### src/rtl/fetch_stage_pkg.sv
// Shared defines for the front end: instruction/PC geometry, the opcode field
// position consumed by the decode controller, the opcode constants, and the
// fetch FSM state encoding.
package fetch_stage_pkg;

  localparam int INSTR_W = 19;
  localparam int PC_W    = 12;
  localparam int CNT_W   = 16;
  localparam int OPC_MSB = 18;
  localparam int OPC_LSB = 13;
  localparam int OPC_W   = OPC_MSB - OPC_LSB + 1;

  // Opcode constants used by the decode controller.
  localparam logic [OPC_W-1:0] OPC_NOP  = 6'h00;
  localparam logic [OPC_W-1:0] OPC_ADD  = 6'h01;
  localparam logic [OPC_W-1:0] OPC_SUB  = 6'h02;
  localparam logic [OPC_W-1:0] OPC_LOAD = 6'h10;
  localparam logic [OPC_W-1:0] OPC_STOR = 6'h11;
  localparam logic [OPC_W-1:0] OPC_BEQ  = 6'h20;
  localparam logic [OPC_W-1:0] OPC_JMP  = 6'h21;

  typedef enum logic [1:0] {
    FS_BOOT    = 2'd0,
    FS_RUN     = 2'd1,
    FS_STALLED = 2'd2
  } fetch_state_e;

  function automatic logic [OPC_W-1:0] opcode_of(input logic [INSTR_W-1:0] instr);
    return instr[OPC_MSB:OPC_LSB];
  endfunction

endpackage

### src/rtl/fetch_skid_buffer.sv
// One-entry skid buffer that parks the memory word which was already in
// flight when decode raised a stall, so it can be delivered on release.
// Ports:
//   clk_i, rst_i  : clock, synchronous active-high reset (clears full only)
//   capture_i     : load instr_i/pc_i and mark full
//   drain_i       : entry consumed by IF/ID this cycle, mark empty
//   clear_i       : redirect flush, mark empty (wins over capture)
//   instr_i, pc_i : word and its address to park
//   instr_o, pc_o : parked word and address
//   full_o        : entry holds a valid instruction
module fetch_skid_buffer
  import fetch_stage_pkg::*;
(
  input  logic               clk_i,
  input  logic               rst_i,
  input  logic               capture_i,
  input  logic               drain_i,
  input  logic               clear_i,
  input  logic [INSTR_W-1:0] instr_i,
  input  logic [PC_W-1:0]    pc_i,
  output logic [INSTR_W-1:0] instr_o,
  output logic [PC_W-1:0]    pc_o,
  output logic               full_o
);

  logic [INSTR_W-1:0] instr_q;
  logic [PC_W-1:0]    pc_q;
  logic               full_q;
  logic               full_d;

  always_comb begin
    full_d = full_q;
    if (clear_i || drain_i) begin
      full_d = 1'b0;
    end else if (capture_i) begin
      full_d = 1'b1;
    end
  end

  always_ff @(posedge clk_i) begin
    if (rst_i) begin
      full_q <= 1'b0;
    end else begin
      full_q <= full_d;
    end
  end

  // Payload needs no reset: it is only observed while full_q is set.
  always_ff @(posedge clk_i) begin
    if (capture_i && !clear_i) begin
      instr_q <= instr_i;
      pc_q    <= pc_i;
    end
  end

  assign instr_o = instr_q;
  assign pc_o    = pc_q;
  assign full_o  = full_q;

endmodule

### src/rtl/fetch_stage.sv
// Instruction fetch stage: drives a synchronous instruction memory from the
// PC register, tracks the one outstanding request, fills the IF/ID register,
// absorbs decode stalls through a one-entry skid buffer (no bubble on a
// one-cycle stall) and services branch redirects with a two-bubble penalty.
// Ports:
//   clk, rst        : clock, synchronous active-high reset
//   stall           : decode hazard, hold IF/ID and PC
//   branch_taken    : redirect request from execute (beats stall)
//   branch_target   : redirect PC
//   imem_addr       : memory address (= PC register)
//   imem_rd         : memory read enable (high out of reset)
//   imem_data       : memory data, valid one cycle after imem_addr
//   instr_out       : IF/ID instruction, opcode in [18:13]
//   pc_out          : address of instr_out
//   instr_valid     : IF/ID holds a real instruction (0 = bubble)
//   fetch_count     : instructions loaded into IF/ID since reset
module fetch_stage
  import fetch_stage_pkg::*;
(
  input  logic               clk,
  input  logic               rst,
  input  logic               stall,
  input  logic               branch_taken,
  input  logic [PC_W-1:0]    branch_target,
  output logic [PC_W-1:0]    imem_addr,
  output logic               imem_rd,
  input  logic [INSTR_W-1:0] imem_data,
  output logic [INSTR_W-1:0] instr_out,
  output logic [PC_W-1:0]    pc_out,
  output logic               instr_valid,
  output logic [CNT_W-1:0]   fetch_count
);

  fetch_state_e       state_q, state_d;
  logic [PC_W-1:0]    pc_q, pc_d;
  logic [PC_W-1:0]    req_pc_q, req_pc_d;
  logic               req_valid_q, req_valid_d;
  logic [INSTR_W-1:0] instr_q, instr_d;
  logic [PC_W-1:0]    pc_out_q, pc_out_d;
  logic               valid_q, valid_d;
  logic [CNT_W-1:0]   cnt_q, cnt_d;

  logic               skid_capture, skid_drain, skid_clear;
  logic [INSTR_W-1:0] skid_instr;
  logic [PC_W-1:0]    skid_pc;
  logic               skid_full;

  fetch_skid_buffer u_skid (
    .clk_i     (clk),
    .rst_i     (rst),
    .capture_i (skid_capture),
    .drain_i   (skid_drain),
    .clear_i   (skid_clear),
    .instr_i   (imem_data),
    .pc_i      (req_pc_q),
    .instr_o   (skid_instr),
    .pc_o      (skid_pc),
    .full_o    (skid_full)
  );

  always_comb begin
    state_d      = state_q;
    pc_d         = pc_q;
    req_pc_d     = req_pc_q;
    req_valid_d  = req_valid_q;
    instr_d      = instr_q;
    pc_out_d     = pc_out_q;
    valid_d      = valid_q;
    cnt_d        = cnt_q;
    skid_capture = 1'b0;
    skid_drain   = 1'b0;
    skid_clear   = 1'b0;

    if (branch_taken) begin
      // Flush everything in flight; target data arrives two edges later.
      pc_d        = branch_target;
      req_valid_d = 1'b0;
      skid_clear  = 1'b1;
      valid_d     = 1'b0;
      state_d     = FS_RUN;
    end else begin
      unique case (state_q)
        FS_BOOT: begin
          pc_d        = pc_q + PC_W'(1);
          req_pc_d    = pc_q;
          req_valid_d = 1'b1;
          state_d     = FS_RUN;
        end
        FS_RUN: begin
          if (stall) begin
            // The word for req_pc lands this edge; park it for release.
            skid_capture = req_valid_q;
            req_valid_d  = 1'b0;
            state_d      = FS_STALLED;
          end else begin
            pc_d        = pc_q + PC_W'(1);
            req_pc_d    = pc_q;
            req_valid_d = 1'b1;
            if (req_valid_q) begin
              instr_d  = imem_data;
              pc_out_d = req_pc_q;
              valid_d  = 1'b1;
              cnt_d    = cnt_q + CNT_W'(1);
            end else begin
              valid_d = 1'b0;
            end
          end
        end
        FS_STALLED: begin
          if (!stall) begin
            pc_d        = pc_q + PC_W'(1);
            req_pc_d    = pc_q;
            req_valid_d = 1'b1;
            skid_drain  = 1'b1;
            state_d     = FS_RUN;
            if (skid_full) begin
              instr_d  = skid_instr;
              pc_out_d = skid_pc;
              valid_d  = 1'b1;
              cnt_d    = cnt_q + CNT_W'(1);
            end else begin
              valid_d = 1'b0;
            end
          end
        end
        default: state_d = FS_BOOT;
      endcase
    end
  end

  always_ff @(posedge clk) begin
    if (rst) begin
      state_q     <= FS_BOOT;
      pc_q        <= '0;
      req_pc_q    <= '0;
      req_valid_q <= 1'b0;
      instr_q     <= '0;
      pc_out_q    <= '0;
      valid_q     <= 1'b0;
      cnt_q       <= '0;
    end else begin
      state_q     <= state_d;
      pc_q        <= pc_d;
      req_pc_q    <= req_pc_d;
      req_valid_q <= req_valid_d;
      instr_q     <= instr_d;
      pc_out_q    <= pc_out_d;
      valid_q     <= valid_d;
      cnt_q       <= cnt_d;
    end
  end

  assign imem_addr   = pc_q;
  assign imem_rd     = ~rst;
  assign instr_out   = instr_q;
  assign pc_out      = pc_out_q;
  assign instr_valid = valid_q;
  assign fetch_count = cnt_q;

endmodule

### config.mk
export PLATFORM = sky130hd
export DESIGN_NAME = fetch_stage
export DESIGN_NICKNAME = d
export VERILOG_FILES = /design/src/rtl/fetch_stage_pkg.sv /design/src/rtl/fetch_skid_buffer.sv /design/src/rtl/fetch_stage.sv
export SDC_FILE = /design/constraint.sdc
export NUM_CORES = 1
export LEC_CHECK = 0
export ABC_CLOCK_PERIOD_IN_PS = 7100
export BUFFER_PORTS_ARGS = -buffer_cell sky130_fd_sc_hd__buf_2
export CAP_MARGIN = 40
export CORE_MARGIN = 1
export CORE_UTILIZATION = 45
export CTS_CLUSTER_DIAMETER = 200
export CTS_CLUSTER_SIZE = 12
export DETAILED_ROUTE_END_ITERATION = 7
export GPL_ROUTABILITY_DRIVEN = 0
export GPL_TIMING_DRIVEN = 0
export PLACE_DENSITY_LB_ADDON = 0.1
export SLEW_MARGIN = 20
export SYNTH_ARGS = -nofsm -noshare
export SYNTH_HDL_FRONTEND = slang
export SYNTH_SLANG_ARGS = --single-unit
### constraint.sdc
create_clock -name clk -period 7.1 [get_ports clk]
set_input_delay 0.71 -clock clk [delete_from_list [all_inputs] [get_ports clk]]
set_output_delay 0.71 -clock clk [all_outputs]
set_load 0.005 [all_outputs]
Word-level counts from Yosys, hierarchy flattened:

Cells that the tools add are included.

* register bits after elaboration: 107
* output and inout bits: 61
* word-level logic and storage cells: 83
* input bits: 35

* add/sub/neg operators: 2
* bitwise logic cells: 2
* reductions and logical operators: 18
* eq/ne operators: 11
* muxes and demuxes: 38

Operators by type and width (number)
* 12-bit two-way mux: 7
* 19-bit two-way mux: 4
* 12-bit one-hot mux with 2 select lines: 3
* 16-bit two-way mux: 4
* 19-bit one-hot mux with 2 select lines: 1
* 16-bit one-hot mux with 2 select lines: 1
* 16-bit by 1-bit adder with 16-bit output (second input constant): 1
* 1-bit two-way mux: 13
* 12-bit by 1-bit adder with 12-bit output (second input constant): 1
* 2-bit != test (second input constant): 5
* 2-bit AND reduction: 4
* 3-bit != test (second input constant): 2
* 2-bit one-hot mux with 3 select lines: 1
* 3-bit AND reduction: 2
* 6-bit AND reduction: 1
* 3-bit nonzero test: 2
* 2-bit OR reduction: 3
* 2-bit two-way mux: 2
* 2-bit nonzero test: 2
* 3-bit by 2-bit != test with 1-bit output (second input constant): 1
* 1-bit one-hot mux with 3 select lines: 1
* 2-bit by 1-bit equality test with 1-bit output (second input constant): 1
* 2-bit equality test (second input constant): 1
* 2-bit logical NOT: 1
* 6 further kinds: 7

Longest topological paths before layout:

* depth after elaboration: 5
* mapped depth: 8

Hierarchy:

From an unflattened synthesis, not the netlist that was laid out.

* cell total of the unflattened synthesis: 441
* area, all modules: 4618.2 um^2

Modules (own cells, without submodules)
* fetch_stage: area each 3644.7 um^2, cells each 406, times used 1, seq. area each 1501.4 um^2
* fetch_skid_buffer: area each 973.4 um^2, cells each 35, times used 1, seq. area each 950.9 um^2

Worst setup path after synthesis:

Ideal clock, no wire load.

* path type: input to register
* start: input stall
* end: register u_skid.instr_q[0], in the netlist u_skid.instr_o[0] (enable)
* buffers on the path: 1
* arrival time: 3.398 ns
* stages on the path: 3
* library setup time: 0.467 ns
* data required time: 6.633 ns
* path slack: 3.235 ns
* cells stage by stage: buf_2 -> nand2_1 -> nor3b_1

* cells in the longest elaborated chain, start to end: 4

RTL lines
* from (decl): line fetch_stage.sv:22 `input logic stall,`
* 1-bit two-way mux: line fetch_stage.sv:90 `if (stall) begin`
* 1-bit two-way mux: line fetch_stage.sv:82 `unique case (state_q)`
* 1-bit two-way mux: line fetch_stage.sv:74 `if (branch_taken) begin`
* via skid_capture: line fetch_stage.sv:43 `logic skid_capture, skid_drain, skid_clear;`
* 1-bit logical AND: line fetch_skid_buffer.sv:50 `if (capture_i && !clear_i) begin`
* to (signal assigned): line fetch_skid_buffer.sv:51 `instr_q <= instr_i;`
* to (decl): line fetch_skid_buffer.sv:26 `logic [INSTR_W-1:0] instr_q;`

The timed path passes the listed nets, and every way through them passes these cells.
A chain may end at the register's enable or synchronous reset.

Worst setup path after layout:

* start: register state_q[1]
* end: register cnt_q[14], in the netlist fetch_count[14]

* cells in the longest elaborated chain, start to end: 3
* elaborated cells between the ends (all ways): 9
* those cells by class: eq/ne: 6; mux: 1; reduce/logical: 2

RTL lines
* from (decl): line fetch_stage.sv:34 `fetch_state_e state_q, state_d;`
* from (signal assigned): line fetch_stage.sv:142 `state_q <= state_d;`
* 2-bit equality test or 2-bit by 1-bit equality test with 1-bit output (tied branches): line fetch_stage.sv:82
* 2-bit by 1-bit != test with 1-bit output (no source line) (tied with other cells)
* 6-bit AND reduction (no source line)
* to (signal assigned): line fetch_stage.sv:149 `cnt_q <= cnt_d;`
* to (decl): line fetch_stage.sv:41 `logic [CNT_W-1:0] cnt_q, cnt_d;`

Parallel ways exist; a longest one is shown, timed or not.

==> results.sh <==
export IMPL_status="completed"
export IMPL_reg2reg_from="state_q[1]"
export IMPL_clk_path_buf_depth=2
export IMPL_cp_endpoint="fetch_count[14]"
export IMPL_syn_area_um2=4610
export IMPL_worstPathCellList="inv_1, ha_1, nor2b_4, or4b_4, buf_6, nor4_1, mux2_2"
export IMPL_finalCriticalPeriod_ns=2.37
export IMPL_place_hpwl_um=7860
export IMPL_n_antenna_cell=0
export IMPL_synth_mux_area_share_pct=8.39
export IMPL_grt_antenna_before_repair=0
export IMPL_ys_warn_count=0
export IMPL_area_growth_pct=18.9
export IMPL_post_cts_resized=0
export IMPL_maxCapViolations=0
export IMPL_synth_seq_cells=107
export IMPL_gr_total_overflow=0
export IMPL_start_util_pct=46.7
export IMPL_gr_usage_all_layers_pct=21.5
export IMPL_r2r_end="fetch_count[14]"
export IMPL_portBuffers=93
export IMPL_die_area_um2=10700
export IMPL_post_place_ws_ns=4.61
export IMPL_avgViaCountPerCell=5.35
export IMPL_clock_latency_ns=0.38
export IMPL_fp_dieH_um=103
export IMPL_synthesis_nets=488
export IMPL_total_power_uw=1210
export IMPL_routed_wirelength_um=10800
export IMPL_final_common_cell="buf_2"
export IMPL_cts_tree="done"
export IMPL_synth_compound_gate_area_share_pct=18.1
export IMPL_period_share_pct=33.4
export IMPL_postRouteAntennaNets=0
export IMPL_synth_xor_area_share_pct=2.09
export IMPL_synth_top_family_by_area="compound AO/OA/AOI/OAI gates"
export IMPL_critPathMaxFanout=10
export IMPL_hold_path_class="reg2reg"
export IMPL_synth_area_per_cell_um2=10.3
export IMPL_r2r_cells=7
export IMPL_synth_cell_types=42
export IMPL_rsz0062_at_grt="no"
export IMPL_clk_root_buffer_cell="clkbuf_8"
export IMPL_arrival_ns=2.65
export IMPL_ir_drop_uv=111
export IMPL_pwr_density_cell_nw_per_um2=221
export IMPL_path_clk_slew_ns=0.12
export IMPL_critPathKind="reg2reg"
export IMPL_ff2ff_setup_slack_ns=4.73
export IMPL_drive_gt1_share_pct=23.8
export IMPL_first_global_vias=3595
export IMPL_cp_start_kind="flip-flop"
export IMPL_rows=36
export IMPL_cts_htree_levels=3
export IMPL_max_stage_delay_ns=0.56
export IMPL_post_drt_wl_per_cell_um=15.7
export IMPL_nets=596
export IMPL_synthAdderAreaFrac_pct=1.90
export IMPL_synth_cells=446
export IMPL_core_um2=9860
export IMPL_critPathSlowestCell="or4b_4"
export IMPL_place_inst=675
export IMPL_final_cell_mix="96 x buf_2, 76 x dfxtp_1, 60 x a21oi_1, 45 x a211oi_1, 37 x nand2_1"
export IMPL_cp_required_ns=7.38
export IMPL_ios=96
export IMPL_grt_max_degree=22
export IMPL_endpoint_kind="flip-flop"
export IMPL_cts_setup_buffers=0
export IMPL_setup_viol=0
export IMPL_cts_buffers=9
export IMPL_finClkSkew_ns=0.0122
export IMPL_fin_ws_ns=4.73
export IMPL_critPathLaunch="state_q[1]"
export IMPL_drt_iter0_drc=222
export IMPL_grt_pass1_wl_um=17600
export IMPL_drc_errors=0
export IMPL_synth_seq_area_share_pct=53.2
export IMPL_num_vias=3704
export IMPL_stdcell_count=692
export IMPL_finalHoldViolCount=0
export IMPL_maxSlewViolCount=0
export IMPL_cts_sinks=107
export IMPL_dr_pass1_iters=4
export IMPL_p_leak_uw=0.00201
export IMPL_synthSimpleGateAreaFrac_pct=12.2
export IMPL_slew_headroom_pct=52.2
export IMPL_fin_setup_tns_ns=0
export IMPL_tightest_slew_ns=0.717
export IMPL_fin_hold_ws_ns=0.474
export IMPL_ctsHoldBuffers=0
export IMPL_fmax_ghz=0.422
export IMPL_die_w_um=103
==> logic make-up after synthesis <==
group	after synthesis
AO/OA/AOI/OAI	129
XOR/XNOR	11
adder cells (fa/ha/maj)	7
buffers and inverters	42
flip-flops	107
multiplexers	38
AND/OR/NAND/NOR	112
==> power by group <==
group	switching, µW	leakage [µW]	total [µW]	internal (µW)
clock	239	0.0000990	381	142
combinational	93.5	0.000994	157	64.0
sequential	20.7	0.000913	674	653
==> how the worst min path moves through the flow <==
stage	from	end	depth (start not counted)
6_report	req_pc_q[7]	u_skid.pc_o[7]	0
5_1_grt	req_pc_q[7]	u_skid.pc_o[7]	0
4_1_cts	req_pc_q[7]	u_skid.pc_o[7]	0
3_5_place_dp	req_pc_q[0]	u_skid.pc_o[0]	0
3_3_place_gp	req_pc_q[7]	u_skid.pc_o[7]	0
2_1_floorplan	req_pc_q[0]	u_skid.pc_o[0]	0
==> stage by stage <==
stage	cell area, µm²	util [%]
detailed placement	5270	53.4
floorplan	4610	-
finish	5480	55.5
global placement	5240	53.1
CTS	5470	55.4
global route	5480	55.5
==> layout make-up <==
type	count	area, µm²
Clock buffer	9	124
Timing Repair Buffer	97	499
Multi-Input combinational cell	297	1970
Tap cell	133	166
Buffer	34	161
Sequential cell	107	2450
Clock inverter	7	75.1
Fill cell	912	4390
Inverter	8	30.0
==> Yosys cell counts <==
master / n / area [µm²]
nor3b_1: 1 / 7.51
a32o_1: 1 / 10.0
ha_1: 7 / 87.6
o31ai_1: 7 / 52.6
nor2_1: 25 / 93.8
mux2i_1: 33 / 330
inv_1: 8 / 30.0
and3_1: 2 / 12.5
buf_1: 3 / 11.3
a2111oi_0: 4 / 35.0
nand4_1: 4 / 25.0
o21ai_0: 4 / 20.0
nand2b_1: 2 / 12.5
and4_1: 1 / 8.76
dfxtp_1: 76 / 1520
a311oi_1: 2 / 17.5
edfxtp_1: 31 / 931
and2_1: 1 / 6.26
mux2_2: 5 / 56.3
nand2_1: 37 / 139
a211oi_1: 45 / 338
xnor2_1: 11 / 96.3
or2_2: 2 / 12.5
o311ai_0: 1 / 8.76
or4b_4: 1 / 13.8
nor4_1: 6 / 37.5
a21oi_1: 60 / 300
nand3_1: 10 / 50.1
or3_1: 1 / 6.26
a21boi_0: 1 / 7.51
a32oi_2: 1 / 16.3
buf_6: 4 / 45.0
or4_1: 7 / 52.6
o41ai_1: 1 / 8.76
buf_2: 3 / 15.0
nor3_1: 3 / 15.0
clkbuf_1: 24 / 90.1
nor4_2: 1 / 12.5
a31o_2: 1 / 8.76
nor2b_1: 7 / 43.8
a211o_1: 1 / 8.76
nor2b_4: 1 / 13.8
==> metal layers <==
layer / up-vias / global-route usage [%] / wire length, µm
li1: 1871 / - / -
met1: 1720 / 29.1 / 5100
met2: 95 / 32.9 / 4870
met3: 18 / 6.32 / 659
met4: 0 / 7.91 / 201
met5: - / 0 / 0
==> registers in the layout, summed over array words and instances, names as in the netlist <==
signal          flops
fetch_count        16
imem_addr          12
instr_out          19
instr_valid         1
pc_out             12
req_pc_q           12
req_valid_q         1
state_q             2
u_skid.full_o       1
u_skid.instr_o     19
u_skid.pc_o        12
==> worst max-delay path, delay by kind of cell, from the launching register on <==
kind | cells | cell delay, ns
flip-flops | 1 | 0.37
adder cells (fa/ha/maj) | 1 | 0.29
buffers and inverters | 2 | 0.27
multiplexers | 1 | 0.37
AND/OR/NAND/NOR | 3 | 0.98
Note: power is estimated with default switching activity, not from simulation.
